==> config.mk <==
export PLATFORM = sky130hd
export DESIGN_NAME = seg7_scan4_flat
export DESIGN_NICKNAME = d
export VERILOG_FILES = /design/src/rtl/seg7_pkg.sv /design/src/rtl/seg7_if.sv /design/src/rtl/seg7_decode.sv /design/src/rtl/seg7_scan4.sv /design/src/flat_wrapper.sv
export SDC_FILE = /design/constraint.sdc
export NUM_CORES = 1
export LEC_CHECK = 0
export BUFFER_PORTS_ARGS = -buffer_cell sky130_fd_sc_hd__buf_2
export CAP_MARGIN = 25
export CORE_ASPECT_RATIO = 1.25
export CORE_MARGIN = 3
export CORE_UTILIZATION = 40
export CTS_CLUSTER_DIAMETER = 30
export DETAILED_ROUTE_END_ITERATION = 8
export GPL_ROUTABILITY_DRIVEN = 0
export SETUP_SLACK_MARGIN = 0.3
export SLEW_MARGIN = 20
export SYNTH_ARGS = -nofsm -noshare
export SYNTH_HDL_FRONTEND = slang
export SYNTH_HIERARCHICAL = 1
export SYNTH_SLANG_ARGS = --single-unit
==> constraint.sdc <==
create_clock -name clk -period 2.5 [get_ports clk]
set_input_delay 0.5 -clock clk [delete_from_list [all_inputs] [get_ports clk]]
set_output_delay 0.5 -clock clk [all_outputs]
set_load 0.05 [all_outputs]
==> src/rtl/seg7_pkg.sv <==
// rtl/seg7_pkg.sv - segment/anode encodings and snapshot type for the 4-digit scanner
package seg7_pkg;

  localparam logic [6:0] SEG_0    = 7'h40;
  localparam logic [6:0] SEG_1    = 7'h79;
  localparam logic [6:0] SEG_2    = 7'h24;
  localparam logic [6:0] SEG_3    = 7'h30;
  localparam logic [6:0] SEG_4    = 7'h19;
  localparam logic [6:0] SEG_5    = 7'h12;
  localparam logic [6:0] SEG_6    = 7'h02;
  localparam logic [6:0] SEG_7    = 7'h78;
  localparam logic [6:0] SEG_8    = 7'h00;
  localparam logic [6:0] SEG_9    = 7'h10;
  localparam logic [6:0] SEG_DASH = 7'h3F;
  localparam logic [6:0] SEG_OFF  = 7'h7F;
  localparam logic [3:0] AN_OFF   = 4'hF;

  typedef struct packed {
    logic [3:0][3:0] digits;
    logic [3:0]      dp;
    logic            lz;
  } snap_t;

endpackage

==> src/rtl/seg7_if.sv <==
// rtl/seg7_if.sv - digit inputs and display drive signals of the 4-digit scanner
interface seg7_if;
  logic [3:0] digit0;
  logic [3:0] digit1;
  logic [3:0] digit2;
  logic [3:0] digit3;
  logic [3:0] dp_in;
  logic       blank_lz;
  logic [3:0] an;
  logic [6:0] seg;
  logic       dp;
  logic       frame_start;

  modport master (
    output digit0, digit1, digit2, digit3, dp_in, blank_lz,
    input  an, seg, dp, frame_start
  );

  modport slave (
    input  digit0, digit1, digit2, digit3, dp_in, blank_lz,
    output an, seg, dp, frame_start
  );
endinterface

==> src/rtl/seg7_decode.sv <==
// rtl/seg7_decode.sv - combinational BCD to active-low 7-segment decode
module seg7_decode
  import seg7_pkg::*;
(
  input  logic [3:0] bcd,
  output logic [6:0] seg
);

  always_comb begin
    seg = SEG_DASH;
    case (bcd)
      4'd0: seg = SEG_0;
      4'd1: seg = SEG_1;
      4'd2: seg = SEG_2;
      4'd3: seg = SEG_3;
      4'd4: seg = SEG_4;
      4'd5: seg = SEG_5;
      4'd6: seg = SEG_6;
      4'd7: seg = SEG_7;
      4'd8: seg = SEG_8;
      4'd9: seg = SEG_9;
      default: seg = SEG_DASH;
    endcase
  end

endmodule

==> src/rtl/seg7_scan4.sv <==
// rtl/seg7_scan4.sv - 4-digit multiplexed 7-segment scanner with frame snapshot and leading-zero blanking
module seg7_scan4
  import seg7_pkg::*;
#(
  parameter int SCAN_DIV  = 50000,
  parameter int BLANK_CYC = 16
) (
  input  logic    clk,
  input  logic    rst,
  seg7_if.slave   bus
);

  localparam int PW = $clog2(SCAN_DIV);

  logic [PW-1:0] p;
  logic [1:0]    i;
  snap_t         snap;
  logic          capture;
  logic [3:0]    blank;
  logic [3:0]    cur_digit;
  logic [6:0]    cur_seg;
  logic [3:0]    an_q;
  logic [6:0]    seg_q;
  logic          dp_q;
  logic          fs_q;

  assign capture = (p == '0) && (i == 2'd0);

  always_ff @(posedge clk) begin
    if (rst) begin
      p    <= '0;
      i    <= 2'd0;
      snap <= '0;
      fs_q <= 1'b0;
    end else begin
      if (p == PW'(SCAN_DIV - 1)) begin
        p <= '0;
        i <= i + 2'd1;
      end else begin
        p <= p + PW'(1);
      end
      if (capture) begin
        snap.digits <= {bus.digit3, bus.digit2, bus.digit1, bus.digit0};
        snap.dp     <= bus.dp_in;
        snap.lz     <= bus.blank_lz;
      end
      fs_q <= capture;
    end
  end

  // A digit is blanked only while it and every higher digit read zero.
  always_comb begin
    blank    = 4'b0000;
    blank[3] = snap.lz && (snap.digits[3] == 4'd0);
    blank[2] = blank[3] && (snap.digits[2] == 4'd0);
    blank[1] = blank[2] && (snap.digits[1] == 4'd0);
  end

  assign cur_digit = snap.digits[i];

  seg7_decode u_decode (
    .bcd (cur_digit),
    .seg (cur_seg)
  );

  always_ff @(posedge clk) begin
    if (rst) begin
      an_q  <= AN_OFF;
      seg_q <= SEG_OFF;
      dp_q  <= 1'b1;
    end else if ((p < PW'(BLANK_CYC)) || blank[i]) begin
      an_q  <= AN_OFF;
      seg_q <= SEG_OFF;
      dp_q  <= 1'b1;
    end else begin
      an_q  <= ~(4'b0001 << i);
      seg_q <= cur_seg;
      dp_q  <= ~snap.dp[i];
    end
  end

  assign bus.an          = an_q;
  assign bus.seg         = seg_q;
  assign bus.dp          = dp_q;
  assign bus.frame_start = fs_q;

endmodule

==> src/flat_wrapper.sv <==
// flat-port wrapper written by rule: the top's interface ports become plain ports
module seg7_scan4_flat import seg7_pkg::*;
#(
  parameter int SCAN_DIV  = 50000,
  parameter int BLANK_CYC = 16
)
  (clk, rst, bus_digit0, bus_digit1, bus_digit2, bus_digit3, bus_dp_in, bus_blank_lz, bus_an, bus_seg, bus_dp, bus_frame_start);
  seg7_if bus_i ();
  input  logic clk;
  input  logic rst;
  input wire logic [$bits(bus_i.digit0)-1:0] bus_digit0;
  input wire logic [$bits(bus_i.digit1)-1:0] bus_digit1;
  input wire logic [$bits(bus_i.digit2)-1:0] bus_digit2;
  input wire logic [$bits(bus_i.digit3)-1:0] bus_digit3;
  input wire logic [$bits(bus_i.dp_in)-1:0] bus_dp_in;
  input wire logic [$bits(bus_i.blank_lz)-1:0] bus_blank_lz;
  output wire logic [$bits(bus_i.an)-1:0] bus_an;
  output wire logic [$bits(bus_i.seg)-1:0] bus_seg;
  output wire logic [$bits(bus_i.dp)-1:0] bus_dp;
  output wire logic [$bits(bus_i.frame_start)-1:0] bus_frame_start;
  assign bus_i.digit0 = bus_digit0;
  assign bus_i.digit1 = bus_digit1;
  assign bus_i.digit2 = bus_digit2;
  assign bus_i.digit3 = bus_digit3;
  assign bus_i.dp_in = bus_dp_in;
  assign bus_i.blank_lz = bus_blank_lz;
  assign bus_an = bus_i.an;
  assign bus_seg = bus_i.seg;
  assign bus_dp = bus_i.dp;
  assign bus_frame_start = bus_i.frame_start;
  seg7_scan4 #(.SCAN_DIV(SCAN_DIV), .BLANK_CYC(BLANK_CYC)) u_core (.clk(clk), .rst(rst), .bus(bus_i));
endmodule
==> Implementation_results.wiki <==
{| class="wikitable"
! Metric !! Value
|-
| Area Growth Syn to Fin || 13.5%
|-
| Routed via count || 1,847
|-
| WL/cell || 12.5 um
|-
| Final #Nets || 334
|-
| Kind of capture point of the worst setup path || flip-flop
|-
| CP top delay family || multiplexers
|-
| Number of cells in the design after placement || 375
|-
| Sum of routed wire length over all layers || 4.80 mm
|-
| Detailed router's first-iteration violation count || 93
|-
| DP Wirelength || 3.56 mm
|-
| Peak per-stage delay on the critical path || 0.66 ns
|-
| Worst EP required || 2.66 ns
|-
| Count of buffering cells on the critical path with inverters included || 1
|-
| Number of inserted filler cells in the final layout || 577
|-
| Die Area || 0.00726 mm2
|-
| GRT Util Overall || 0.139
|-
| CTS tree || done
|-
| Chip width || 76.8 um
|-
| Count of pins on the block boundary || 36
|-
| Final design instance area without fill || 0.00285 mm2
|-
| Total power density per cell area || 595 mW/mm2
|-
| Antenna violation net count after detailed routing || 0
|-
| Startpoint kind of the worst setup timing path || flip-flop
|-
| DIE HEIGHT || 94.5 um
|-
| Number of storage elements in the synthesis netlist || 52
|-
| Vias/cell || 4.82
|-
| ANT cells || 0
|-
| IO buf count || 35
|-
| DRC || 0
|-
| Tcrit/Tclk final || 0.825
|-
| Post-Place Worst Slack || 0.458 ns
|-
| Setup-failing EPs final || 0
|-
| Most used standard cells in the synthesized netlist || nand2_1 (54), dfxtp_1 (52), mux2i_1 (23), nor2_1 (23)
|-
| Cell type of the slowest stage on the worst timing path || mux4_2
|-
| Class of the most critical setup path || reg -> reg
|-
| Total negative setup slack || 0 ns
|-
| Mean cell area of the mapped netlist || 9.36 um2
|-
| Slew Viols, Final || 0
|-
| Crit Path Max Fanout || 9
|-
| Count of warnings emitted by yosys || 6
|-
| Clock period minus worst slack || 2.06 ns
|-
| Peak VDD IR || 255 uV
|-
| Number of flops mapped to enable cells by yosys || 0
|-
| Share of the yosys chip area belonging to registers || 0.415
|-
| Sequence of cells on the critical path || mux4_2 > inv_1 > ha_1 > nor2_1 > nor2_1 > nand3b_1
|-
| Rel. slew slack || 0.502
|-
| Max Root-Sink Buffers || 2
|-
| H-tree levels || 2
|-
| Flip-flop cell with the highest count after synthesis || dfxtp_1
|-
| Antenna violations before repair || 0
|-
| Resized Gates After CTS || 0
|-
| Most area-consuming cells after synthesis || dfxtp_1 (42%), mux2i_1 (9.2%), nand2_1 (8.1%)
|-
| Signal arrival time at the worst endpoint || 2.23 ns
|-
| Unique cell type count in the Yosys netlist || 44
|-
| Floorplan core area || 0.00593 mm2
|-
| Worst-margin pin slew || 0.744 ns
|-
| Hold-fix buffers at CTS || 0
|-
| Initial Utilization || 0.423
|-
| Row cnt || 31
|-
| Post-Place Cell Area || 0.00273 mm2
|-
| Reg clk slew, reported paths || 0.09 ns
|-
| Clock sink count || 52
|-
| Final setup slack of the worst path || 0.437 ns
|-
| Run status || complete, no violations
|-
| Cell with the most instances after synthesis || nand2_1
|-
| Grt ovf || 0
|-
| Non-Filler Instances || 383
|-
| CTS root buf || clkbuf_8
|-
| Final hold violation count || 0
|-
| Setup repair bufs after CTS || 0
|-
| Leakage power || 1.15 nW
|-
| Type of the tightest min-delay check || in -> reg
|-
| Worst path most repeated cell || nor2_1
|-
| Clock latency on the worst-skew pair || 0.30 ns
|-
| First-pass GRT wire length || 8.30 mm
|-
| Post-synthesis cell area || 0.00251 mm2
|-
| Max_cap viols || 0
|-
| Mapped Nets || 302
|-
| Fraction of layout cells with a size suffix above 1 || 0.203
|-
| Top cell type's share of synthesized area || 0.415
|-
| Timing-limited maximum frequency || 485 MHz
|-
| Worst Clk Skew || 0.00811 ns
|-
| Setup repair after global routing missed its margin || no
|-
| Pre-Repair DR Iteration Count || 4
|-
| Ys async rst share || 0
|-
| Number of cells produced by synthesis || 268
|-
| Synth area leader || dfxtp_1
|-
| Pin count of the biggest net entering global routing || 46
|-
| Number of CTS-inserted buffers || 5
|-
| Number of global-route vias before repair || 1,811
|}
[sequential cells by signal, indices dropped and copies added, names as in the netlist]
| register | flops |
|---|---|
| u_core/bus.frame_start | 1 |
| u_core/bus.an | 4 |
| u_core/p | 16 |
| u_core/snap | 21 |
| u_core/bus.dp | 1 |
| u_core/i | 2 |
| u_core/bus.seg | 7 |
[cells by family after synthesis]
family | Yosys count | share of synthesized area
and+or+nand+nor | 124 | 0.251
xor gates and xnor gates | 13 | 0.0454
adders and majority gates | 11 | 0.0549
AOI/OAI and AO/OA | 13 | 0.0414
buffers and inverters | 26 | 0.0504
DFF | 52 | 0.415
muxes | 29 | 0.141
[power breakdown]
part           switching (W)  internal [W]
sequential         0.0000321      0.000869
clock               0.000268      0.000296
combinational       0.000115      0.000114
[worst reg2reg max path: stages, from the launching register on]
cell and delay [ns]:
dfxtp_1 0.60, mux4_2 0.66, inv_1 0.14, ha_1 0.25, nor2_1 0.09, nor2_1 0.05, nand3b_1 0.14
[cell type report]
type,instances,area [um2],share of cell area
Multi-Input combinational cell,190,1340,0.471
Sequential cell,52,1040,0.366
Timing Repair Buffer,39,205,0.0721
Tap cell,82,103,0.0361
Clock buffer,5,68.8,0.0242
Inverter,12,45.0,0.0158
Clock inverter,3,42.5,0.0150
[cell usage in the layout (no fill, tap or decap), types with 2 or more instances in the layout]
cell type  count
nor2_1        23
buf_2         35
nor4_1         5
a22oi_1        2
or4_1          3
nand4_1        2
nor4_2         2
a21oi_1        4
inv_1         11
dfxtp_1       52
xnor2_1       11
mux2i_1       23
nand3_1        9
o31ai_1        2
mux4_2         5
nor3_1         6
buf_4          4
nand3b_1       7
ha_1          11
clkbuf_8       5
nand2_1       54
xor2_1         2
[per-stage QoR]
stage	hold slack [ns]	utilization	power (W)
finish	0.436	0.479	0.00169
global route	0.439	0.479	0.00178
CTS	0.430	0.479	0.00172
detailed placement	0.454	0.461	0.00115
global placement	0.445	0.461	0.00114
floorplan	0.430	-	0.00110
[routing by layer]
layer	track usage	share of wire	up-vias
met5	0	0	-
met4	0.0453	0.012	0
met3	0.0286	0.035	6
met2	0.239	0.48	26
met1	0.174	0.47	846
li1	-	-	969
[path summary, 6_finish.rpt]
kind	from	end	slack (ns)	cells past startpoint
setup / recovery	u_core/i[0]	u_core/bus.seg[1]	0.44	6
hold / removal	rst	u_core/p[2]	0.44	2
setup reg to reg	u_core/i[0]	u_core/bus.seg[1]	0.44	6
hold reg to reg	u_core/snap[1]	u_core/snap[1]	0.47	2
No activity file was read; power rests on OpenSTA's default activity.
